**src/rtl/dmem_arbiter.sv**
```systemverilog
// Two-port round-robin arbiter in front of the single-port data memory.
// Each access takes one ACCESS cycle; the owning port sees a one-cycle ack.
module dmem_arbiter #(
  parameter int DEPTH = 64
) (
  input  logic        clk,
  input  logic        rst,
  input  logic        r0_req,
  input  logic        r0_we,
  input  logic [3:0]  r0_mask,
  input  logic [31:0] r0_addr,
  input  logic [31:0] r0_wdata,
  output logic        r0_ack,
  output logic        r0_err,
  output logic [31:0] r0_rdata,
  input  logic        r1_req,
  input  logic        r1_we,
  input  logic [3:0]  r1_mask,
  input  logic [31:0] r1_addr,
  input  logic [31:0] r1_wdata,
  output logic        r1_ack,
  output logic        r1_err,
  output logic [31:0] r1_rdata,
  output logic        dmem_sel,
  output logic        wr,
  output logic [3:0]  mask,
  output logic [31:0] addr,
  output logic [31:0] dmem_data_wr,
  input  logic [31:0] dmem_data_rd
);

  localparam logic [31:0] LIMIT = 32'(DEPTH * 4);

  typedef enum logic [1:0] {IDLE, ACCESS, DONE} state_t;

  state_t      state_reg, state_next;
  logic        owner_reg, owner_next;
  logic        last_grant_reg, last_grant_next;
  logic        in_range_reg, in_range_next;
  logic        access;

  logic [1:0]  req_v;
  logic [1:0]  we_v;
  logic [3:0]  mask_v  [2];
  logic [31:0] addr_v  [2];
  logic [31:0] wdata_v [2];

  assign req_v      = {r1_req, r0_req};
  assign we_v       = {r1_we, r0_we};
  assign mask_v[0]  = r0_mask;
  assign mask_v[1]  = r1_mask;
  assign addr_v[0]  = r0_addr;
  assign addr_v[1]  = r1_addr;
  assign wdata_v[0] = r0_wdata;
  assign wdata_v[1] = r1_wdata;

  always_ff @(posedge clk or negedge rst) begin
    if (!rst) begin
      state_reg      <= IDLE;
      owner_reg      <= 1'b0;
      last_grant_reg <= 1'b1;
      in_range_reg   <= 1'b0;
    end else begin
      state_reg      <= state_next;
      owner_reg      <= owner_next;
      last_grant_reg <= last_grant_next;
      in_range_reg   <= in_range_next;
    end
  end

  always_comb begin
    state_next      = state_reg;
    owner_next      = owner_reg;
    last_grant_next = last_grant_reg;
    in_range_next   = in_range_reg;
    case (state_reg)
      IDLE: begin
        if (|req_v) begin
          // On contention the port that did not win last time goes first.
          owner_next    = (&req_v) ? ~last_grant_reg : req_v[1];
          in_range_next = addr_v[owner_next] < LIMIT;
          state_next    = ACCESS;
        end
      end
      ACCESS: begin
        last_grant_next = owner_reg;
        state_next      = DONE;
      end
      DONE:    state_next = IDLE;
      default: state_next = IDLE;
    endcase
  end

  // Memory strobes are gated by reset so an aborted access never writes.
  assign access       = (state_reg == ACCESS);
  assign dmem_sel     = access & in_range_reg & rst;
  assign wr           = dmem_sel & we_v[owner_reg];
  assign mask         = access ? mask_v[owner_reg]  : 4'h0;
  assign addr         = access ? addr_v[owner_reg]  : 32'h0;
  assign dmem_data_wr = access ? wdata_v[owner_reg] : 32'h0;

  genvar gi;
  generate
    for (gi = 0; gi < 2; gi++) begin : port_g
      logic        ack_reg;
      logic        err_reg;
      logic [31:0] rdata_reg;

      always_ff @(posedge clk or negedge rst) begin
        if (!rst) begin
          ack_reg   <= 1'b0;
          err_reg   <= 1'b0;
          rdata_reg <= 32'h0;
        end else if (access && (owner_reg == 1'(gi))) begin
          ack_reg   <= 1'b1;
          err_reg   <= ~in_range_reg;
          rdata_reg <= (~we_v[gi] & in_range_reg) ? dmem_data_rd : 32'h0;
        end else begin
          ack_reg   <= 1'b0;
          err_reg   <= 1'b0;
        end
      end
    end
  endgenerate

  assign r0_ack   = port_g[0].ack_reg;
  assign r0_err   = port_g[0].err_reg;
  assign r0_rdata = port_g[0].rdata_reg;
  assign r1_ack   = port_g[1].ack_reg;
  assign r1_err   = port_g[1].err_reg;
  assign r1_rdata = port_g[1].rdata_reg;

endmodule
```
**config.mk**
```make
export PLATFORM = sky130hd
export DESIGN_NAME = dmem_arbiter
export DESIGN_NICKNAME = d
export VERILOG_FILES = /design/src/rtl/dmem_arbiter.sv
export SDC_FILE = /design/constraint.sdc
export NUM_CORES = 1
export LEC_CHECK = 0
export CORE_AREA = 5 5 119 121
export CTS_CLUSTER_DIAMETER = 80
export DETAILED_ROUTE_END_ITERATION = 7
export DIE_AREA = 0 0 124 126
export PLACE_DENSITY = 0.76
export SLEW_MARGIN = 40
export SYNTH_ARGS = -nofsm -noshare
export SYNTH_HDL_FRONTEND = slang
export SYNTH_SLANG_ARGS = --single-unit
```
**constraint.sdc**
```tcl
create_clock -name clk -period 2.1 [get_ports clk]
set_clock_uncertainty 0.2 [all_clocks]
set_input_delay 0.63 -clock clk [delete_from_list [all_inputs] [get_ports clk]]
set_output_delay 0.63 -clock clk [all_outputs]
set_load 0.05 [all_outputs]
```
Word-level counts from Yosys, hierarchy flattened
Cells that the tools add are included.
{"block": "word_totals", "reg_bits": 73, "wordCells": 60, "in_bits": 174, "output_inout_bits": 138}
{"block": "classes", "n_eq_ne": 2, "reduce_logical": 6, "muxes": 26, "bitwise": 12, "order_cmp": 4}
{"op": "$mux W32", "count": 13}
{"op": "$lt A32 B9 Y1 const B", "count": 1}
{"op": "$mux W4", "count": 4}
{"op": "$mux W1", "count": 7}
{"op": "$and A1 B1 Y1", "count": 5}
{"op": "$not A1 Y1", "count": 5}
{"op": "$ge A2 B2 Y1 const B", "count": 2}
{"op": "$not A1 Y2", "count": 2}
{"op": "$pmux W2 S2", "count": 1}
{"op": "$reduce_and A2 Y1", "count": 2}
{"op": "$eq A2 B1 Y1 const B", "count": 1}
{"op": "$logic_and A1 B1 Y1", "count": 2}
{"op": "$logic_not A2 Y1", "count": 1}
{"op": "$lt A1 B2 Y1 const B", "count": 1}
{"op": "$mux W2", "count": 1}
{"op": "$ne A2 B2 Y1 const B", "count": 1}
{"op": "$reduce_or A2 Y1", "count": 1}

Longest topological paths before layout
Gate-level depths: netlist of the first run.
{"block": "depth", "word_depth": 7, "mapped_depth": 9, "depth_no_buf": 6}

Worst setup path before layout of the first run
Ideal clock, no wire load.
{"block": "synth_timing", "kind": "reg2out", "from": "register state_reg[1]", "to": "output port wr", "required_ns": 1.270, "n_path_buf": 1, "slack_ns": -0.653, "stages_incl_launch_ff": 6, "t_arrival_ns": 1.923, "path_cell_list": "dfrtp_1 nand2b_4 buf_6 inv_4 and3_1 nor2b_1"}
{"block": "synth_via", "elab_chain_cells": 4}
{"item": "start: declaration", "line": "36", "text": "state_t state_reg, state_next;"}
{"item": "start signal: assignment", "line": "64", "text": "state_reg <= state_next;"}
{"item": "$eq A2 B1 Y1", "line": "95", "text": "assign access = (state_reg == ACCESS);"}
{"item": "$and A1 B1 Y1 (2 in series)", "line": "96", "text": "assign dmem_sel = access & in_range_reg & rst;"}
{"item": "via dmem_sel", "line": "24", "text": "output logic dmem_sel,"}
{"item": "$and A1 B1 Y1", "line": "97", "text": "assign wr = dmem_sel & we_v[owner_reg];"}
{"item": "end: declaration", "line": "25", "text": "output logic wr,"}
The timed path passes the listed nets, and every way through them passes these cells.

Worst setup path in the final report of the first run
{"block": "layout_timing", "from": "register owner_reg", "to": "output port addr[18]"}
{"block": "layout_via", "elab_chain_cells": 5}
{"item": "start: declaration", "line": "37", "text": "logic owner_reg, owner_next;"}
{"item": "start signal: assignment", "line": "65", "text": "owner_reg <= owner_next;"}
{"item": "$not A1 Y2 (not written as such)", "line": "99", "text": "assign addr = access ? addr_v[owner_reg] : 32'h0;"}
{"item": "$mux W32 (not written as such) (3 in series)", "line": "99"}
{"item": "$mux W32", "line": "99"}
{"item": "end: declaration", "line": "27", "text": "output logic [31:0] addr,"}
No other way between the ends. The select of a mux whose other input is x is not followed.

==> summary.txt, run 1 <==
Detailed routing
  • Routed Antenna Nets: 0
  • DRC: 0
  • Iter 0 DRT Violations: 343
  • Via density: roughly 5.0
  • Pre-Repair DR Iteration Count: 6
  • Vias: 4995
  • Wirelength per Cell: 20.2 um
  • Post-Route WL: 20.2 mm

Power
  • P per Cell Area: between 1000 and 1500 nW/um^2
  • VDD IR-drop max: 806 uV
  • Leakage power: approximately 4 nW

Critical path
  • Worst-case reg-to-reg path depth: 6
  • Crit. End Element: output port
  • Worst path max stage delay: approximately 0.53 ns
  • Reg2reg setup slack: ~0.040 ns
  • Crit path buffers/inverters: 3
  • WP depth: 5
  • Worst Path Arrival: 1.66 ns
  • CP delay by family, top: flip-flops
  • Critical-path cell list: buf_12 -> buf_16 -> mux2i_2 -> nor2_2 -> buf_12
  • Beginning of the critical path: owner_reg$_DFFE_PN0P_
  • Critical R2R Launch: owner_reg$_DFFE_PN0P_
  • Crit Path Max Fanout: 8
  • Max stage delay cell, worst path: dfrtp_4
  • Most frequent CP cell: buf_12
  • WS Path Type: reg2out
  • Reg-to-reg endpoint: r0_rdata[3]$_DFFE_PN0P_
  • Worst endpoint required time: 1.27 ns
  • Critical Path End: addr[18]
  • Crit start category: flip-flop

STA
  • Max transition margin: 56.4%
  • Setup_tns: -22.34 ns
  • Period utilization: 119%
  • Min Tclk post-route: approximately 2.5 ns
  • Post-route worst setup slack: -0.392 ns
  • WHS: 0.216 ns
  • Unrepaired setup endpoints after global routing: yes
  • Setup violators final: 71
  • Worst-Margin Slew: 0.654 ns
  • Hold Violations, Final: 0
  • Slew Limit Fails: 0
  • Max frequency: ~400 MHz

Placed design
  • Hpwl dp: roughly 16 mm
  • Routability Congestion: about 0.98
  • Setup WS pre-CTS: -0.407 ns
  • I/O Buffers: 311

GRT
  • Largest net degree at the start of global routing: 74
  • Global-route usage over all layers: about a quarter
  • Grt total ovfl: 0
  • Vias in the first global route: 5173
  • First-pass GRT wire length: 29.2 mm
  • Initial antenna violation count: 5

Floorplanning
  • Die width: 124 um
  • Core Area: 13000 um^2
  • Starting density of the core: 31.1%
  • Die area: 15600 um^2
  • I/O pins: 312
  • Std cell rows: 42
  • Die H: ~130 um

Clocking
  • CTS sink count: 73
  • Clk slew on worst S/H paths: 0.06 ns
  • TritonCTS buffer count: 9
  • Clk buf depth: 2
  • CTS Hold Buffers Added: 0
  • H-tree level count: 3
  • Root Driver: clkbuf_16
  • CTS tree: built
  • Worst-Skew Late Latency: 0.32 ns

Run status
  • Failing checks: setup timing
  • Status: finished, violations left

Logic synthesis
  • Syn nets: around 650
  • Share of the synthesized area in the top cell type: between 40 and 50%
  • Synth area leader: dfrtp_1
  • Yosys cell types: 26
  • Number of synthesis warnings: 0
  • Mapped Cells: 478
  • Synth Register Bits: 73
  • Post-synthesis sequential area ratio: 45.3%
  • Synthesized cell area: 4040 um^2
  • Syn Area/Cell: 8.45 um^2
  • Ranking of synthesized cells by area: dfrtp_1 45%, mux2i_1 17%, nand2_1 12%, nor2_1 6.6%, nand3_1 4.1%

Cells and area
  • Area grow syn2layout: 126%
  • Nets: 988
  • Fin util: 70.4%
  • Fill cell count: 941
  • Share of cells above drive strength 1: 36.8%

Worst hold path
  • Hold Crit Class: in2async

Job
  • Max-Cap Viols: 0
-- logic make-up after synthesis --
logic type / synth area share [%]
DFF: 45.3
and+or+nand+nor: 26.5
AOI/OAI and AO/OA: 4.83
buffers and inverters: 6.32
muxes: 17.1
-- cell usage in the layout, fill, tap and decap left out, types with 2 or more instances in the layout --
cell	count
clkdlybuf4s50_1	160
nand2_1	131
buf_4	93
buf_12	78
dfrtp_1	71
mux2i_1	46
nor2_2	44
nand3_1	33
o21ai_0	23
mux2i_4	14
nor2_4	14
nor2_1	13
o21ai_1	11
clkbuf_16	11
buf_8	11
mux2i_2	9
nor4_1	8
dlygate4sd2_1	8
buf_6	5
diode_2	4
nor4_2	4
dlymetal6s2s_1	4
inv_1	2
nor2b_2	2
nand4_1	2
bufinv_16	2
buf_16	2
-- final cells by class --
class / instances / area (um^2) / area share [%]
clock buffer: 10 / 229 / 2.50
inverter: 4 / 31.3 / 0.342
multi-input combinational: 363 / 2420 / 26.5
clock inverter: 6 / 90.1 / 0.985
timing repair buffer: 363 / 4310 / 47.1
sequential: 73 / 1830 / 20.0
tap: 176 / 220 / 2.41
antenna: 4 / 10.0 / 0.109
-- how the worst min path moves through the flow --
stage	end	startpoint
2_1_floorplan	in_range_reg$_DFFE_PN0P_	rst
3_3_place_gp	last_grant_reg$_DFFE_PN1N_	last_grant_reg$_DFFE_PN1N_
3_5_place_dp	last_grant_reg$_DFFE_PN1N_	last_grant_reg$_DFFE_PN1N_
4_1_cts	r0_rdata[31]$_DFFE_PN0P_	rst
5_1_grt	r1_rdata[31]$_DFFE_PN0P_	rst
6_report	r1_rdata[31]$_DFFE_PN0P_	rst
-- what timing repair did --
item | CTS | global route
gates resized for setup | 69 | 68
endpoints found under the hold margin | 0 | 0
setup endpoints to repair | 71 | 73
setup buffers | 9 | 5
cloned | 1 | 2
pin swaps | 23 | 31
-- cell usage after synthesis (all sizes together) --
cell type / n
and3: 1
dfstp: 1
inv: 4
nand2: 132
nand3: 33
nor2: 71
nor2b: 3
nand4: 2
o21ai: 34
nor4: 12
a22o: 1
nand2b: 2
nand3b: 1
o22a: 1
buf: 30
a21boi: 1
mux2i: 69
dfrtp: 72
clkbuf: 8
-- per-layer routing --
layer	routed length, um	GRT usage, %	vias to the layer above
met5	13	0	-
met3	1980	8.34	57
met4	958	10.8	2
met2	10200	41.8	310
li1	-	-	2267
met1	7070	27.4	2359
-- per-stage QoR --
| step | power (mW) | cells | cell area [um^2] |
|---|---|---|---|
| 2_1_floorplan | 5.25 | 478 | 4150 |
| 3_3_place_gp | 8.27 | 968 | 8190 |
| 3_5_place_dp | 8.33 | 968 | 8190 |
| 4_1_cts | 10.5 | 991 | 8830 |
| 5_1_grt | 11.4 | 998 | 9140 |
| 6_report | 11.0 | 999 | 9140 |
-- report_power, final --
group          internal (mW)  switching (mW)  total, mW
logic                   3.59            4.20       7.79
clock network           1.04           0.587       1.63
registers               1.52          0.0880       1.61
(Power assumes the default switching activity.)
==> run 2: changes to the inputs <==
--- a/config.mk
+++ b/config.mk
@@ -5,11 +5,13 @@
 export SDC_FILE = /design/constraint.sdc
 export NUM_CORES = 1
 export LEC_CHECK = 0
-export CORE_AREA = 5 5 119 121
+export CORE_AREA = 5 5 117 119
 export CTS_CLUSTER_DIAMETER = 80
 export DETAILED_ROUTE_END_ITERATION = 7
-export DIE_AREA = 0 0 124 126
-export PLACE_DENSITY = 0.76
+export DIE_AREA = 0 0 122 124
+export DONT_BUFFER_PORTS = 1
+export PLACE_DENSITY = 0.46
+export SKIP_LAST_GASP = 1
 export SLEW_MARGIN = 40
 export SYNTH_ARGS = -nofsm -noshare
 export SYNTH_HDL_FRONTEND = slang
==> run 2 against run 1 <==
  * The run ends with hold timing, setup timing left
  * Power down 18%
  * Combinational power down 28%
  * Maximum frequency up 1.2%
  * Via count down 26%
  * Sequential cell count unchanged
  * Non-clock buffer count down 262
  * First-iteration DRC count down 25%
  * Critical path type unchanged
  * Largest cell class is now multi-input combinational cells
  * Highest routed layer is now met4
==> summary.txt, run 2 (synthesized netlist as in run 1, its figures left out) <==
Clocking
  • TritonCTS buffer count: 9
  • Worst-Skew Late Latency: 0.32 ns
  • H-tree level count: 3
  • Clk slew on worst S/H paths: 0.06 ns
  • Root Driver: clkbuf_16
  • CTS sink count: 73
  • Clk buf depth: 2
  • CTS tree: built

Detailed routing
  • Via density: 5.07
  • Post-Route WL: 15.6 mm
  • Wirelength per Cell: 21.4 um
  • Routed Antenna Nets: 0
  • DRC: 0
  • Iter 0 DRT Violations: 257
  • Pre-Repair DR Iteration Count: 4
  • Vias: roughly 3700

Floorplanning
  • Std cell rows: 41
  • Die H: around 120 um
  • Die area: 15100 um^2
  • Core Area: approximately 12000 um^2
  • I/O pins: 312
  • Starting density of the core: approximately 32%
  • Die width: 122 um

Cells and area
  • Area grow syn2layout: 44.5%
  • Multi-input combinational cell area: 2140 um^2
  • Share of cells above drive strength 1: 28.9%
  • Fill cell count: 1195
  • Final cell count without fillers: 731
  • Most common cell after layout, fill and taps aside: nand2_1
  • Sequential cell area: 1830 um^2
  • Nets: 726
  • Commonest cells after routing, fill and taps aside: 131 x nand2_1, 71 x dfrtp_1, 57 x mux2i_1

GRT
  • Global-route usage over all layers: 19.7%
  • Vias in the first global route: 3785
  • Largest net degree at the start of global routing: between 70 and 80
  • First-pass GRT wire length: about 23 mm
  • Initial antenna violation count: 2
  • Grt total ovfl: 0

STA
  • Post-route worst setup slack: -0.361 ns
  • Setup_tns: -18.94 ns
  • Hold Violations, Final: 73
  • Min Tclk post-route: 2.46 ns
  • WHS: -0.200 ns
  • Worst-Margin Slew: 0.525 ns
  • Setup violators final: 70
  • Max frequency: a little over 400 MHz
  • Max transition margin: 65.0%
  • Slew Limit Fails: 0
  • Unrepaired setup endpoints after global routing: yes
  • Period utilization: 117%

Placed design
  • Setup WS pre-CTS: -0.0227 ns
  • I/O Buffers: 0
  • Hpwl dp: 12.0 mm
  • Routability Congestion: approximately 0.98
  • Cell total after placement: 700

Critical path
  • Worst Path Arrival: about 1.6 ns
  • Worst path max stage delay: about 0.53 ns
  • WS Path Type: reg2out
  • Worst endpoint required time: 1.27 ns
  • Crit. End Element: output port
  • Critical-path cell list: buf_16 -> mux2i_1 -> buf_4 -> nor2_4 -> buf_12
  • Crit Path Max Fanout: 22
  • Crit start category: flip-flop
  • CP delay by family, top: flip-flops
  • Crit path buffers/inverters: 3
  • Max stage delay cell, worst path: dfrtp_4

Run status
  • Status: finished, violations left
  • Failing checks: hold timing, setup timing

Power
  • Leakage power: 2.72 nW
  • VDD IR-drop max: roughly 1000 uV
  • P per Cell Area: 1560 nW/um^2

Job
  • Max-Cap Viols: 0

Worst hold path
  • Hold Crit Class: in2async
==> run 2: layer usage <==
layer | track usage (%) | wire (um) | vias up
li1 | - | - | 1728
met1 | 23.7 | 5840 | 1763
met2 | 32.3 | 7930 | 200
met3 | 7.18 | 1600 | 14
met4 | 7.42 | 266 | 0
met5 | 0 | 0 | -
==> run 2: path summary, 6_finish.rpt <==
check	startpoint	end	slack, ns	cells after the start
max in group asynchronous	rst	last_grant_reg$_DFFE_PN1N_	1.70	0
hold reg to reg	last_grant_reg$_DFFE_PN1N_	last_grant_reg$_DFFE_PN1N_	0.26	2
setup reg to reg	owner_reg$_DFFE_PN0P_	r0_rdata[12]$_DFFE_PN0P_	0.10	7
hold / removal	rst	r0_rdata[15]$_DFFE_PN0P_	-0.20	0
setup / recovery	owner_reg$_DFFE_PN0P_	dmem_data_wr[27]	-0.36	5
min in group clk	dmem_data_rd[28]	r1_rdata[28]$_DFFE_PN0P_	0.23	2
==> run 2: where the power goes <==
group	total (mW)	internal, mW	leakage [nW]	switching, mW
clock	1.66	1.08	0.159	0.580
sequential	1.82	1.51	1.01	0.309
combinational	5.61	2.24	1.55	3.37
total	9.08	4.83	2.72	4.26
==> run 2: per-stage QoR <==
| stage | util (%) | instance area, um^2 | power, mW |
|---|---|---|---|
| 6_report | 46.8 | 5840 | 9.08 |
| 4_1_cts | 46.1 | 5740 | 8.99 |
| 5_1_grt | 46.8 | 5840 | 9.47 |
| 3_3_place_gp | 40.1 | 4990 | 6.54 |
| 2_1_floorplan | - | 4150 | 5.25 |
| 3_5_place_dp | 40.1 | 4990 | 6.57 |
==> run 2: what timing repair did <==
| action | CTS | global route |
|---|---|---|
| cloned | 3 | 2 |
| buffers inserted | 8 | 0 |
| gates resized for setup | 71 | 10 |
| pin swaps | 10 | 11 |
| endpoints found under the setup margin | 70 | 70 |
| hold endpoints to repair | 73 | 73 |
==> run 2: cell type report <==
class / count / area share, %
diodes: 2 / 0.0857
flip-flops and latches: 73 / 31.4
repair buffers: 101 / 22.1
clock inverters: 6 / 1.54
clock buffers: 10 / 4.09
inverters: 4 / 0.386
well taps: 172 / 3.69
multi-input cells: 363 / 36.7
==> run 3: changes to the inputs <==
--- a/config.mk
+++ b/config.mk
@@ -5,8 +5,10 @@
 export SDC_FILE = /design/constraint.sdc
 export NUM_CORES = 1
 export LEC_CHECK = 0
+export ABC_CLOCK_PERIOD_IN_PS = 2100
 export CORE_AREA = 5 5 117 119
 export CTS_CLUSTER_DIAMETER = 80
+export CTS_CLUSTER_SIZE = 20
 export DETAILED_ROUTE_END_ITERATION = 7
 export DIE_AREA = 0 0 122 124
 export DONT_BUFFER_PORTS = 1
==> results of run 3 <==
Final layout, timing and power as in run 2 (identical DEF).
